`src/rtl/rsa_block_framer.sv`:
```
// ============================================================================
// rsa_block_framer
// ----------------------------------------------------------------------------
// Purpose:
//   Front end of the RSA modexp stage. This block takes a 512-bit AXI4-Stream
//   input beat and does the following:
//     - zeroes every byte whose tkeep bit is low,
//     - slices the masked beat into a low and a high 256-bit message block,
//     - emits those blocks one per 512-bit output beat. The block sits in
//       [255:0] and the upper half of the beat is zero.
//   A beat whose upper 32 byte enables are all low produces only the low
//   block. Otherwise it produces the low block first and then the high block.
//   tid is copied from the source beat to every block it produces. tlast is
//   carried by the final block of the beat.
//
// Configuration macro:
//   RSA_MOD_CHECK_EN - when defined, each block is compared against the
//                      modulus at input accept. A block >= modulus is
//                      replaced by zero when it is emitted. That emission
//                      also increments stat_drop_cnt and sets err_range.
//                      When undefined, no comparator is built, modulus is
//                      ignored, and the drop statistics stay at zero.
//
// Ports:
//   ap_clk, ap_rst        clock, synchronous active-high reset
//   modulus               RSA modulus, sampled at input accept
//   s_axis_*              512-bit input stream (tdata/tkeep/tvalid/tready/
//                         tlast/tid)
//   m_axis_*              512-bit output stream, one block per beat
//   stat_blk_cnt          emitted blocks, wraps
//   stat_drop_cnt         out-of-range blocks, saturates
//   err_range             sticky out-of-range flag, cleared only by reset
// ============================================================================
module rsa_block_framer #(
    parameter int TID_BITS = 6,
    parameter int BLK_BITS = 256
) (
    input  logic                ap_clk,
    input  logic                ap_rst,
    input  logic [BLK_BITS-1:0] modulus,
    input  logic [511:0]        s_axis_tdata,
    input  logic [63:0]         s_axis_tkeep,
    input  logic                s_axis_tvalid,
    output logic                s_axis_tready,
    input  logic                s_axis_tlast,
    input  logic [TID_BITS-1:0] s_axis_tid,
    output logic [511:0]        m_axis_tdata,
    output logic [63:0]         m_axis_tkeep,
    output logic                m_axis_tvalid,
    input  logic                m_axis_tready,
    output logic                m_axis_tlast,
    output logic [TID_BITS-1:0] m_axis_tid,
    output logic [31:0]         stat_blk_cnt,
    output logic [15:0]         stat_drop_cnt,
    output logic                err_range
);

    typedef enum logic [1:0] {
        ST_IDLE    = 2'd0,
        ST_EMIT_LO = 2'd1,
        ST_EMIT_HI = 2'd2
    } state_t;

    state_t                r_state;
    logic                  r_s_tready;
    logic                  r_m_tvalid;
    logic                  r_m_tlast;
    logic [TID_BITS-1:0]   r_m_tid;
    logic [BLK_BITS-1:0]   r_m_blk;
    logic                  r_cur_drop;   // block currently presented is an out-of-range substitute
    logic [BLK_BITS-1:0]   r_hi_blk;     // second block of the beat, already substituted if dropped
    logic                  r_hi_last;
    logic                  r_hi_nz;
    logic                  r_hi_drop;
    logic [31:0]           r_blk_cnt;
    logic [15:0]           r_drop_cnt;
    logic                  r_err_range;

    logic [511:0]          w_masked;
    logic [BLK_BITS-1:0]   w_lo;
    logic [BLK_BITS-1:0]   w_hi;
    logic                  w_hi_nz;
    logic                  w_ge_lo;
    logic                  w_ge_hi;
    logic                  w_m_hs;

    // Saturating increment for the 16-bit drop statistic.
    function automatic logic [15:0] sat_inc16(input logic [15:0] v);
        if (v == 16'hFFFF) begin
            sat_inc16 = 16'hFFFF;
        end else begin
            sat_inc16 = v + 16'd1;
        end
    endfunction

    // Byte-wise masking of the input beat: disabled bytes read as zero.
    always_comb begin
        w_masked = 512'd0;
        for (int k = 0; k < 64; k++) begin
            if (s_axis_tkeep[k]) begin
                w_masked[8*k +: 8] = s_axis_tdata[8*k +: 8];
            end else begin
                w_masked[8*k +: 8] = 8'h00;
            end
        end
    end

    assign w_lo    = w_masked[BLK_BITS-1:0];
    assign w_hi    = w_masked[2*BLK_BITS-1:BLK_BITS];
    assign w_hi_nz = |s_axis_tkeep[63:32];
    assign w_m_hs  = r_m_tvalid & m_axis_tready;

`ifdef RSA_MOD_CHECK_EN
    assign w_ge_lo = (w_lo >= modulus);
    assign w_ge_hi = (w_hi >= modulus);
`else
    logic w_unused_modulus;
    assign w_ge_lo          = 1'b0;
    assign w_ge_hi          = 1'b0;
    assign w_unused_modulus = ^modulus;
`endif

    // Framing FSM with registered stream outputs and statistics.
    always_ff @(posedge ap_clk) begin
        if (ap_rst) begin
            r_state     <= ST_IDLE;
            r_s_tready  <= 1'b1;
            r_m_tvalid  <= 1'b0;
            r_m_tlast   <= 1'b0;
            r_m_tid     <= '0;
            r_m_blk     <= '0;
            r_cur_drop  <= 1'b0;
            r_hi_blk    <= '0;
            r_hi_last   <= 1'b0;
            r_hi_nz     <= 1'b0;
            r_hi_drop   <= 1'b0;
            r_blk_cnt   <= 32'd0;
            r_drop_cnt  <= 16'd0;
            r_err_range <= 1'b0;
        end else begin
            // Statistics follow the block that completes its handshake this cycle.
            if (w_m_hs) begin
                r_blk_cnt <= r_blk_cnt + 32'd1;
                if (r_cur_drop) begin
                    r_drop_cnt  <= sat_inc16(r_drop_cnt);
                    r_err_range <= 1'b1;
                end
            end

            case (r_state)
                ST_IDLE: begin
                    if (s_axis_tvalid) begin
                        // Low block goes straight to the output. The high block is parked.
                        r_m_blk    <= w_ge_lo ? '0 : w_lo;
                        r_m_tlast  <= s_axis_tlast & ~w_hi_nz;
                        r_m_tid    <= s_axis_tid;
                        r_m_tvalid <= 1'b1;
                        r_s_tready <= 1'b0;
                        r_cur_drop <= w_ge_lo;
                        r_hi_blk   <= w_ge_hi ? '0 : w_hi;
                        r_hi_last  <= s_axis_tlast;
                        r_hi_nz    <= w_hi_nz;
                        r_hi_drop  <= w_ge_hi;
                        r_state    <= ST_EMIT_LO;
                    end
                end
                ST_EMIT_LO: begin
                    if (w_m_hs) begin
                        if (r_hi_nz) begin
                            r_m_blk    <= r_hi_blk;
                            r_m_tlast  <= r_hi_last;
                            r_cur_drop <= r_hi_drop;
                            r_state    <= ST_EMIT_HI;
                        end else begin
                            r_m_tvalid <= 1'b0;
                            r_s_tready <= 1'b1;
                            r_state    <= ST_IDLE;
                        end
                    end
                end
                ST_EMIT_HI: begin
                    if (w_m_hs) begin
                        r_m_tvalid <= 1'b0;
                        r_s_tready <= 1'b1;
                        r_state    <= ST_IDLE;
                    end
                end
                default: begin
                    r_m_tvalid <= 1'b0;
                    r_s_tready <= 1'b1;
                    r_state    <= ST_IDLE;
                end
            endcase
        end
    end

    assign s_axis_tready = r_s_tready;
    assign m_axis_tvalid = r_m_tvalid;
    assign m_axis_tlast  = r_m_tlast;
    assign m_axis_tid    = r_m_tid;
    assign m_axis_tdata  = {{(512-BLK_BITS){1'b0}}, r_m_blk};
    assign m_axis_tkeep  = r_m_tvalid ? 64'h0000_0000_FFFF_FFFF : 64'h0000_0000_0000_0000;
    assign stat_blk_cnt  = r_blk_cnt;
    assign stat_drop_cnt = r_drop_cnt;
    assign err_range     = r_err_range;

endmodule

```
`config.mk`:
```
export PLATFORM = sky130hd
export DESIGN_NAME = rsa_block_framer
export DESIGN_NICKNAME = d
export VERILOG_FILES = /design/src/rtl/rsa_block_framer.sv
export SDC_FILE = /design/constraint.sdc
export NUM_CORES = 1
export LEC_CHECK = 0
export ABC_AREA = 0
export CAP_MARGIN = 20
export CORE_AREA = 2 2 575 577
export DETAILED_ROUTE_END_ITERATION = 6
export DIE_AREA = 0 0 577 579
export HOLD_SLACK_MARGIN = 0.03
export SYNTH_ARGS = -nofsm -noshare
export SYNTH_HDL_FRONTEND = slang
export SYNTH_SLANG_ARGS = --single-unit
```
`constraint.sdc`:
```
create_clock -name ap_clk -period 5.8 [get_ports ap_clk]
set_input_delay 0.87 -clock ap_clk [delete_from_list [all_inputs] [get_ports ap_clk]]
set_output_delay 0.87 -clock ap_clk [all_outputs]
set_load 0.005 [all_outputs]
```
==> results.py <==
metrics = {
    "power_and_ir_drop": {
        "comb_power_share_pct": 18.9,
        "ir_drop_uv": 212,
        "power.density_mw_per_mm2": 284,
        "clkPwrFrac_pct": 44.2,
        "pwr-share-seq_pct": 36.9,
        "p_sw_w": 0.00349,
        "p_sw_share_pct": 30.4,
        "p_int_w": 0.00798,
        "p_leak_nw": 12.7,
        "p_total_w": 0.0115,
    },
    "global_routing": {
        "grt_use_total_pct": 11.8,
        "grt_max_degree": 177,
        "grt_pass1_vias": 23400,
        "grt_pass1_wl_mm": 253,
        "antenna_found_initial": 157,
        "grt-ovfl-total": 0,
    },
    "synth": {
        "synth_edf_count": 0,
        "netlist_instances": 3190,
        "ys_ff_latch": 557,
        "syn_area_mm2": 0.0250,
        "ys.flop_type": "dfxtp_1",
        "syn_area_per_cell_um2": 7.83,
        "ys_top_cells_by_area": "dfxtp_1 45%, nand3_1 10%, buf_4 10%",
        "yosysWarnings": 0,
        "yosysSeqAreaShare_pct": 44.7,
        "yosys.area.top_type": "dfxtp_1",
        "synth_cell_types": 36,
        "yosysTopAreaCellShare_pct": 44.7,
        "yosysMostFrequentCell": "dfxtp_1",
        "async_flop_share_pct": 0,
        "yosys-top-cells-count": "557 x dfxtp_1, 542 x nand2_1, 520 x nand3_1",
    },
    "placement": {
        "gp_congestion": 0.890,
        "dp_hpwl_mm": 176,
        "portBuffers": 915,
    },
    "floorplan": {
        "die-area_mm2": 0.334,
        "die_h_um": 579,
        "start_util_pct": 7.60,
        "core_area_mm2": 0.329,
        "ioPinCount": 1477,
        "die_w_um": 577,
        "rows": 211,
    },
    "cts": {
        "htreeDepth": 3,
        "clk_pin_slew_ns": 0.06,
        "clk_latency_ns": 0.79,
        "hold_buffers": 0,
        "cts_tree": "yes",
        "cts_resized": 0,
        "cts-root-buf": "clkbuf_16",
        "cts.path.max_buffers": 4,
        "cts_setup_buffers": 0,
        "numCtsBuffers": 80,
        "cts_sinks": 557,
    },
    "run": {
        "max_cap_violations": 0,
    },
    "setup_path": {
        "critPathLaunchType": "flip-flop",
        "worstPathMaxFanout": 2,
        "cp-end-kind": "output pin",
        "cp.arrival_ns": 2.18,
        "cp_slowest_cell": "clkdlybuf4s50_1",
        "critPathMaxStageDelay_ns": 1.07,
        "path_buf_inv": 1,
        "crit_start": "r_m_blk[69]",
        "path_class": "flip-flop to output pin",
        "timing.rr.start": "stat_blk_cnt[0]",
        "required_ns": 4.93,
        "worstPathCellList": "clkdlybuf4s50_1",
        "cp_top_family": "buffers and inverters",
    },
    "sta": {
        "period_share_pct": 52.6,
        "relSlewSlack_pct": 24.9,
        "finalHoldViolations": 0,
        "fin_skew_ns": 0.0587,
        "fmax_ghz": 0.328,
        "timing.final.crit_period_ns": 3.05,
        "worstMarginPinSlew_ns": 1.12,
        "finalSetupTns_ns": 0,
        "rsz0062_at_grt": "no",
        "slew_violations": 0,
        "finalSetupViolCount": 0,
    },
    "hold_path": {
        "hp-start": "r_hi_blk[119]",
        "hp-class": "flip-flop to flip-flop",
    },
    "route": {
        "dr.pass1.iters": 7,
        "wire_per_inst_um": 24.8,
        "drc": 0,
        "wl_mm": 207,
        "drtIter0Drc": 1460,
        "drt.antenna.violating_nets": 0,
        "vias_per_cell": 3.12,
        "num_vias": 26100,
    },
    "cells_and_area": {
        "drive_gt1_share_pct": 4.46,
        "fin_nets": 4730,
        "area_growth_pct": 61.6,
        "final_util_pct": 12.3,
    },
    "run_status": {
        "status": "finished clean",
    },
}
==> through the flow <==
stage | setup WS (ns) | hold WS [ns] | cells | cell area (um^2)
floorplan | 3.20 | 0.432 | 3494 | 26100
global placement | 2.09 | 0.441 | 8170 | 37600
detailed placement | 2.05 | 0.443 | 8170 | 37600
CTS | 2.54 | 0.451 | 8310 | 40200
global route | 2.59 | 0.466 | 8344 | 40300
finish | 2.75 | 0.450 | 8362 | 40300
==> flip-flops by register name, summed over array words and instances, names as in the netlist <==
signal and count:
r_state 2, s_axis_tready 1, m_axis_tvalid 1, m_axis_tlast 1, m_axis_tid 6, r_hi_last 1, r_m_blk 256, r_hi_nz 1
r_hi_blk 256, stat_blk_cnt 32
==> layer usage <==
layer	vias to the layer above	wire, um	share of wire (%)	GRT usage [%]
met5	-	604	0.29	0
met4	90	8210	4.0	4.33
met3	343	19800	9.5	4.33
met2	1494	82900	40	16.9
met1	12200	95600	46	16.0
li1	11900	-	-	-
==> area by class of cell <==
| class | count | area (um^2) |
|---|---|---|
| Antenna cell | 52 | 130 |
| Clock buffer | 111 | 2280 |
| Multi-Input combinational cell | 2284 | 11300 |
| Tap cell | 4366 | 5460 |
| Sequential cell | 557 | 11200 |
| Fill cell | 38000 | 288000 |
| Timing Repair Buffer | 956 | 9670 |
| Inverter | 7 | 26.3 |
| Clock inverter | 29 | 358 |
==> kinds of logic (layout without fill, tap and decap cells) <==
logic type | count (synthesis) | after routing | synth area share (%)
and+or+nand+nor | 1399 | 1399 | 24.5
buffers and inverters | 653 | 1103 | 15.0
muxes | 1 | 1 | 0.0451
AOI/OAI and AO/OA | 568 | 568 | 15.4
other | 1 | 357 | 0.0150
adders and majority gates | 1 | 1 | 0.0501
DFF | 557 | 557 | 44.7
xor gates and xnor gates | 10 | 10 | 0.351
==> power groups by stage <==
stage,sequential [W],combinational (W),clock [W]
after global routing,0.00426,0.00234,0.00539
after floorplan,0.00427,0.000900,0
after global placement,0.00431,0.00222,0
after detailed placement,0.00432,0.00223,0
after CTS,0.00424,0.00224,0.00526
final,0.00423,0.00217,0.00507
==> tightest hold or removal path, cell delays in order (launching register included) <==
cell     delay [ns]
dfxtp_1        0.31
nand2_1        0.05
a21oi_1        0.05
==> layout by cell type (no fill, tap or decap), drive strengths merged <==
cell,n
inv,15
nor2,271
nor4,13
a311oi,258
nand2,543
o21ai,10
clkinvlp,7
mux2,1
and4,5
xor2,4
nor3,3
ha,1
clkinv,8
o41ai,4
xnor2,6
clkdlybuf4s50,914
a21oi,289
nand2b,3
conb,305
and3,1
diode,52
or4b,5
buf,42
clkbuf,111
nand3,520
nor3b,1
nor2b,2
bufinv,6
or2,1
or3,10
nand4,11
o31ai,7
dfxtp,557
or4,10
==> path summary, 6_finish.rpt <==
path | to | slack [ns] | depth (start not counted)
worst min-delay path | r_hi_blk[119] | 0.45 | 2
worst min register to register | r_hi_blk[119] | 0.45 | 2
worst max register to register | stat_blk_cnt[20] | 3.01 | 5
worst max-delay path | m_axis_tdata[69] | 2.75 | 1
No activity file was read; power rests on OpenSTA's default activity.
